File: src/rtl/ap_mul_pkg.sv
// ap_mul_pkg: types, step encodings, shift amounts and widths used by
// ap_mul8_seq. It also holds a helper that places a 4x4 partial product at
// its weight inside the 16-bit accumulator.
package ap_mul_pkg;

  localparam int NIB_W  = 4;
  localparam int OP_W   = 8;
  localparam int PROD_W = 16;

  typedef enum logic [1:0] {
    IDLE = 2'd0,
    CALC = 2'd1,
    DONE = 2'd2
  } state_t;

  typedef logic [1:0] step_t;

  // Bit 1 of the step selects the high nibble of a.
  // Bit 0 of the step selects the high nibble of b.
  localparam step_t STEP_LL = 2'd0;
  localparam step_t STEP_LH = 2'd1;
  localparam step_t STEP_HL = 2'd2;
  localparam step_t STEP_HH = 2'd3;

  localparam int SH_LL  = 0;
  localparam int SH_MID = 4;
  localparam int SH_HH  = 8;

  // Zero-extend the 8-bit partial product, then shift it to the weight of
  // its step. Bits pushed past bit 15 are dropped, so the sum wraps.
  function automatic logic [PROD_W-1:0] place_pp(input logic [2*NIB_W-1:0] p,
                                                 input step_t step);
    logic [PROD_W-1:0] ext;
    ext = {{(PROD_W-2*NIB_W){1'b0}}, p};
    case (step)
      STEP_LL: place_pp = ext << SH_LL;
      STEP_LH: place_pp = ext << SH_MID;
      STEP_HL: place_pp = ext << SH_MID;
      default: place_pp = ext << SH_HH;
    endcase
  endfunction

endpackage

File: src/rtl/ap_mul8_seq.sv
// ap_mul8_seq: sequential 8x8 approximate multiplier controller.
// One external 4x4 multiplier is shared across the LL, LH, HL and HH
// partial products. The results are accumulated exactly, modulo 2^16.
//
// Ports:
//   clk, rst_n         clock (rising edge); asynchronous active-low reset
//   in_valid/in_ready  operand handshake; in_a, in_b are the 8-bit operands
//   mul_a, mul_b       nibbles driven to the shared 4x4 multiplier (0 outside CALC)
//   mul_p              combinational 8-bit product returned by that multiplier
//   out_valid/out_ready result handshake; out_prod is the 16-bit product
//   busy               high while computing or holding a result
//
// Parameter SKIP_LL=1 omits the LL partial product. This is a truncated mode
// that needs 3 multiply cycles instead of 4.
module ap_mul8_seq
  import ap_mul_pkg::*;
#(
  parameter bit SKIP_LL = 1'b0
) (
  input  logic              clk,
  input  logic              rst_n,
  input  logic              in_valid,
  output logic              in_ready,
  input  logic [OP_W-1:0]   in_a,
  input  logic [OP_W-1:0]   in_b,
  output logic [NIB_W-1:0]  mul_a,
  output logic [NIB_W-1:0]  mul_b,
  input  logic [2*NIB_W-1:0] mul_p,
  output logic              out_valid,
  input  logic              out_ready,
  output logic [PROD_W-1:0] out_prod,
  output logic              busy
);

  state_t              state_reg, state_next;
  step_t               step_reg;
  logic [OP_W-1:0]     a_reg, b_reg;
  logic [PROD_W-1:0]   acc_reg;
  logic [PROD_W-1:0]   prod_reg;
  logic                valid_reg;

  logic                accept;
  logic                last_step;
  logic [PROD_W-1:0]   acc_sum;

  assign accept    = in_valid && in_ready;
  assign last_step = (step_reg == STEP_HH);
  assign acc_sum   = acc_reg + place_pp(mul_p, step_reg);

  // State register
  always_ff @(posedge clk or negedge rst_n) begin
    if (!rst_n) begin
      state_reg <= IDLE;
    end else begin
      state_reg <= state_next;
    end
  end

  // Next-state logic
  always_comb begin
    state_next = state_reg;
    case (state_reg)
      IDLE: if (accept) state_next = CALC;
      CALC: if (last_step) state_next = DONE;
      DONE: begin
        // A new operand pair may be taken on the same edge as the result
        // handshake. This keeps back-to-back operation gap-free.
        if (out_ready) state_next = in_valid ? CALC : IDLE;
      end
      default: state_next = IDLE;
    endcase
  end

  // Outputs derived from the state
  always_comb begin
    in_ready = (state_reg == IDLE) || ((state_reg == DONE) && out_ready);
    busy     = (state_reg != IDLE);
    mul_a    = '0;
    mul_b    = '0;
    if (state_reg == CALC) begin
      mul_a = step_reg[1] ? a_reg[OP_W-1:NIB_W] : a_reg[NIB_W-1:0];
      mul_b = step_reg[0] ? b_reg[OP_W-1:NIB_W] : b_reg[NIB_W-1:0];
    end
  end

  // Datapath: operand capture, partial-product accumulation, result register
  always_ff @(posedge clk or negedge rst_n) begin
    if (!rst_n) begin
      step_reg  <= STEP_LL;
      a_reg     <= '0;
      b_reg     <= '0;
      acc_reg   <= '0;
      prod_reg  <= '0;
      valid_reg <= 1'b0;
    end else begin
      if (accept) begin
        a_reg    <= in_a;
        b_reg    <= in_b;
        acc_reg  <= '0;
        step_reg <= SKIP_LL ? STEP_LH : STEP_LL;
      end else if (state_reg == CALC) begin
        if (last_step) begin
          // The final HH term goes straight into the result. acc_reg is
          // not updated because it is cleared on the next accept.
          prod_reg <= acc_sum;
        end else begin
          acc_reg  <= acc_sum;
          step_reg <= step_reg + 2'd1;
        end
      end

      if ((state_reg == CALC) && last_step) begin
        valid_reg <= 1'b1;
      end else if ((state_reg == DONE) && out_ready) begin
        valid_reg <= 1'b0;
      end
    end
  end

  assign out_valid = valid_reg;
  assign out_prod  = prod_reg;

endmodule

File: config.mk
export PLATFORM = sky130hd
export DESIGN_NAME = ap_mul8_seq
export DESIGN_NICKNAME = d
export VERILOG_FILES = /design/src/rtl/ap_mul_pkg.sv /design/src/rtl/ap_mul8_seq.sv
export SDC_FILE = /design/constraint.sdc
export NUM_CORES = 1
export LEC_CHECK = 0
export BUFFER_PORTS_ARGS = -buffer_cell sky130_fd_sc_hd__buf_2
export CORE_MARGIN = 4
export CORE_UTILIZATION = 50
export DETAILED_ROUTE_END_ITERATION = 6
export GPL_TIMING_DRIVEN = 0
export PLACE_DENSITY = 0.76
export SETUP_SLACK_MARGIN = 0.2
export SYNTH_ARGS = -nofsm -noshare
export SYNTH_HDL_FRONTEND = slang
export SYNTH_SLANG_ARGS = --single-unit
File: constraint.sdc
create_clock -name clk -period 5.7 [get_ports clk]
set_input_delay 0 -clock clk [delete_from_list [all_inputs] [get_ports clk]]
set_output_delay 0 -clock clk [all_outputs]
set_load 0.01 [all_outputs]
# == Yosys cells after proc, flatten, opt, wreduce, memory -nomap -nowiden ==
# Cells that the tools add are included.
# word_totals
wordCells,50
input_bits,28
output_inout_bits,27
reg_bits,53
# op_classes
eq_ne,9
n_mux,18
bitwise,1
reduce_logical,13
addsub,2
# ops
operator,n
$mux W16,3
$pmux W16 S2,1
$add A16 B16 Y16,1
$mux W4,4
$mux W2,6
$ne A2 B2 Y1 const B,4
$eq A2 B2 Y1 const B,3
$pmux W2 S3,1
$reduce_and A3 Y1,2
$reduce_bool A2 Y1,3
$eq A2 B1 Y1 const B,2
$logic_not A2 Y1,2
$logic_and A1 B1 Y1,3
$mux W1,3
$add A2 B1 Y2 const B,1
$reduce_and A2 Y1,1
$reduce_or A2 Y1,1
$logic_or A1 B1 Y1,1
$not A1 Y1,1

# == Depth between registers and ports, before layout ==
# depth
word_depth,7
ltp_mapped,13
depth_no_buf,11

# == Worst setup path before layout ==
# OpenSTA, ideal clock, no wires.
# synth_path
kind,register -> register
from,register step_reg[0]
to,register prod_reg[10] (netlist: out_prod[10])
synth_period_minus_slack_ns,2.974
path_stages_with_launch,13
required_ns,5.567
path_slack_ns,2.726
arrival_ns,2.841
setup_time_ns,0.133
n_path_buf,1
path_cell_list,dfrtp_1 clkbuf_1 inv_1 ha_1 nor2b_1 and2_1 ha_1 fa_1 a21o_2 a22o_1 o41ai_2 mux2i_1 o211ai_1
# synth_between
elab_chain_len,4
word_cells_on_any_way,8
cone_classes,add/sub: 1; eq/ne: 3; mux: 1; reduce/logical: 3
# synth_rtl
element,line,rtl
"start, declared",ap_mul8_seq.sv:36,step_t step_reg;
"start signal, assigned",ap_mul8_seq.sv:100,step_reg <= SKIP_LL ? STEP_LH : STEP_LL;
"start signal, assigned",ap_mul8_seq.sv:108,step_reg <= step_reg + 2'd1;
$eq A2 B2 Y1 / $eq A2 B1 Y1 (equally long branches),ap_mul_pkg.sv:35,case (step)
$reduce_or A2 Y1 (no line),n/a,
$pmux W16 S2,ap_mul_pkg.sv:35,
$add A16 B16 Y16,ap_mul8_seq.sv:48,"assign acc_sum = acc_reg + place_pp(mul_p, step_reg);"
"end signal, assigned",ap_mul8_seq.sv:105,prod_reg <= acc_sum;
"end, declared",ap_mul8_seq.sv:39,logic [PROD_W-1:0] prod_reg;
# Parallel ways exist; a longest one is shown, timed or not.
# A chain may end at the register's enable or synchronous reset.

# == Worst setup path in the final report ==
# layout_path
from,register step_reg[0]
to,register prod_reg[15] (netlist: out_prod[15])
# The elaborated chain is that of the path after synthesis.

==> impl_metrics.toml <==
[status]
status = "completed"

[yosys]
yosys.area.top_type = "dfrtp_1"
yosys-top-cells-count = "nand2_1 (59), dfrtp_1 (53), nor2_1 (24), o21ai_0 (24)"
yosys.area_share.adder_pct = 7.13
synth_compound_area_share_pct = 17.6
synth.most_common_cell = "nand2_1"
ys.flop_type = "dfrtp_1"
synth_seq_cells = 53
synth_cell_types = 56
yosys_warnings = 0
ys_seq_area_share_pct = 40.6
syn_nets = 396
syn_area_per_cell_um2 = 9.32
syn_area_um2 = 3260
muxShareOfSynthArea_pct = 9.20
synth_edf_count = 0
synth_top_area_share_pct = 40.6
synth_top_family_by_area = "simple AND/OR/NAND/NOR gates"
synth-simple-area-share_pct = 18.2
synth_xor_area_share_pct = 2.68
synth_top_cells_by_area = "dfrtp_1 (41%), nand2_1 (6.8%), ha_1 (6.5%)"
async_flop_share_pct = 100
synth_cells = 350

[timing]
hold_violations = 0
min_period_ps = 3500
tns_ps = 0
setup_viol = 0
tightest_slew_ps = 1150
clock_skew_ps = 10.6
rsz0062_at_grt = "false"
fin_hold_ws_ps = 112
fmax_mhz = 285
slew_violations = 0
maxSlewHeadroom_pct = 23.4
fin_crit_sh_pct = 61.5
setup_ws_ps = 2200

[clock_network]
cts_tree = "built"
ctsResizeCount = 0
cts_made_buffers = 5
root_buffer = "clkbuf_8"
cts.path.max_buffers = 2
post_cts_buffers = 0
ctsHoldBuffers = 18
worstSkewPairLatency_ps = 310
clkTransAtPathRegs_ps = 90
htree_levels = 2
cts_sinks = 53

[grt]
grt_max_degree = 54
grt_pass1_wl_um = 14000
antenna_found_initial = 0
grtUsageTotal_pct = 23.1
first_global_vias = 2840
globalRoute.totalOverflow = 0

[worst_setup_path]
r2r_setup_slack_ps = 2200
path_buf_inv = 4
cp_cell_sequence = "clkbuf_1 > inv_1 > ha_1 > clkbuf_1 > nand2_1 > o21ai_0 > ha_1 > buf_6 > a21oi_1 > o21a_1 > o32ai_1 > or4_1 > a31oi_1"
slowest_delay_ps = 500
critPathSlowestCell = "or4_1"
critPathTopFamily = "compound AO/OA/AOI/OAI gates"
cp.arrival_ps = 3730
cp.required_ps = 5930
setup.worst_path.start_class = "flop"
path_class = "reg2reg"
crit_fanout = 9
cp-end-kind = "flop"

[power_and_ir_drop]
leakage_nw = 1.86
seqPwrFrac_pct = 26.3
internal_power_mw = 1.35
power_density_nw_per_um2 = 642
power.clock.fraction_pct = 9.9
pwr-share-comb_pct = 63.7
power_mw = 2.51
swShare_pct = 46.3
power.switching_mw = 1.16
peakVddDrop_v = 0.000307

[floorplanning]
ios = 55
die_area_um2 = 7880
die_h_um = 88.8
core_area_um2 = 6350
start_util_pct = 51.4
die_x_um = 88.8
core.rowCount = 29

[flow_run]
maxCapViolCount = 0

[routing]
vias = 2831
wire_per_inst_um = 16.3
wl_um = 8250
drt_iter0_drc = 208
viasPerCell = 5.59
drcViolationCount = 0
drtPass1Iterations = 4
ant_nets = 0

[cells_and_area]
fillers = 551
drive_above_1_share_pct = 23.1
final_core_util_pct = 61.6
final_nets = 475
syn_to_final_growth_pct = 19.9
diodes = 0

[placement]
hpwl_um = 5920
gp_congestion = 0.941
dp_slack_ps = 2250
io_buffers = 54

[worst_hold_path]
holdCritPathClass = "in2reg"
-- worst register-to-register path, cell delays in order (launching register included) --
cell and delay (ps):
dfrtp_1 360, clkbuf_1 350, inv_1 90, ha_1 290, clkbuf_1 310, nand2_1 90
o21ai_0 290, ha_1 310, buf_6 140, a21oi_1 180, o21a_1 190, o32ai_1 130
or4_1 500, a31oi_1 190
-- placed cells by master, fill, tap and decap left out, types with 2 or more instances in the layout --
master / Yosys / layout
a21o_1: 5 / 5
a21oi_1: 17 / 17
a22oi_1: 4 / 4
a31oi_1: 2 / 2
and2_1: 7 / 7
and3_1: 7 / 7
buf_2: 6 / 60
buf_6: 3 / 3
clkbuf_1: 12 / 12
clkbuf_8: 0 / 5
dfrtp_1: 53 / 53
dlygate4sd3_1: 0 / 18
ha_1: 17 / 17
inv_1: 7 / 7
mux2_2: 16 / 16
mux2i_1: 12 / 12
nand2_1: 59 / 59
nand2b_1: 4 / 4
nand4_1: 2 / 2
nor2_1: 24 / 24
nor2b_1: 2 / 2
nor3_1: 3 / 3
nor3b_1: 3 / 3
nor4_1: 2 / 2
o211ai_1: 2 / 2
o21a_1: 3 / 3
o21ai_0: 24 / 24
o22ai_1: 8 / 8
o31a_1: 2 / 2
o31ai_1: 7 / 7
or2_2: 2 / 2
xnor2_1: 6 / 6
xor2_1: 4 / 4
-- logic make-up (layout without fill, tap and decap cells) --
family	count (synthesis)	count (layout)
DFF	53	53
muxes	28	28
xor gates and xnor gates	10	10
adders and majority gates	18	18
buffers and inverters	30	109
and+or+nand+nor	124	124
AOI/OAI and AO/OA	87	87
-- power by group through the flow --
stage	combinational [mW]	clock, mW	sequential, mW
2_1_floorplan	1.16	0	0.670
3_3_place_gp	1.55	0	0.658
3_5_place_dp	1.58	0	0.668
4_1_cts	1.60	0.254	0.661
5_1_grt	1.81	0.270	0.682
6_report	1.60	0.249	0.662
-- metrics by stage --
stage                     area (um2)  cells
final                           3910    506
after global routing            3910    506
after CTS                       3910    506
after detailed placement        3630    481
after global placement          3630    481
after floorplan                 3260    350
-- area by class of cell --
| cell class | instances | area [um2] | area share [%] |
|---|---|---|---|
| buffer | 23 | 121 | 3.10 |
| sequential | 53 | 1330 | 33.9 |
| inverter | 7 | 26.3 | 0.671 |
| timing repair buffer | 72 | 450 | 11.5 |
| multi-input combinational | 267 | 1790 | 45.7 |
| clock buffer | 5 | 68.8 | 1.76 |
| clock inverter | 2 | 35.0 | 0.895 |
| tap | 77 | 96.3 | 2.46 |
-- final timing paths --
check	startpoint	end	depth (start not counted)
setup / recovery	step_reg[0]$_DFFE_PN0P_	out_prod[15]$_DFFE_PN0P_	13
hold / removal	mul_p[7]	out_prod[15]$_DFFE_PN0P_	4
setup reg to reg	step_reg[0]$_DFFE_PN0P_	out_prod[15]$_DFFE_PN0P_	13
hold reg to reg	out_prod[4]$_DFFE_PN0P_	out_prod[4]$_DFFE_PN0P_	2
max in group asynchronous	rst_n	out_prod[13]$_DFFE_PN0P_	2
min in group asynchronous	rst_n	out_prod[4]$_DFFE_PN0P_	2
-- routing by layer --
layer / up-vias / GRT usage, % / share of wire, %
li1: 1399 / - / -
met1: 1350 / 30.0 / 44
met2: 68 / 39.4 / 49
met3: 14 / 4.56 / 5.3
met4: 0 / 5.63 / 1.6
met5: - / 0 / 0
Power figures use the tool's default switching activity.
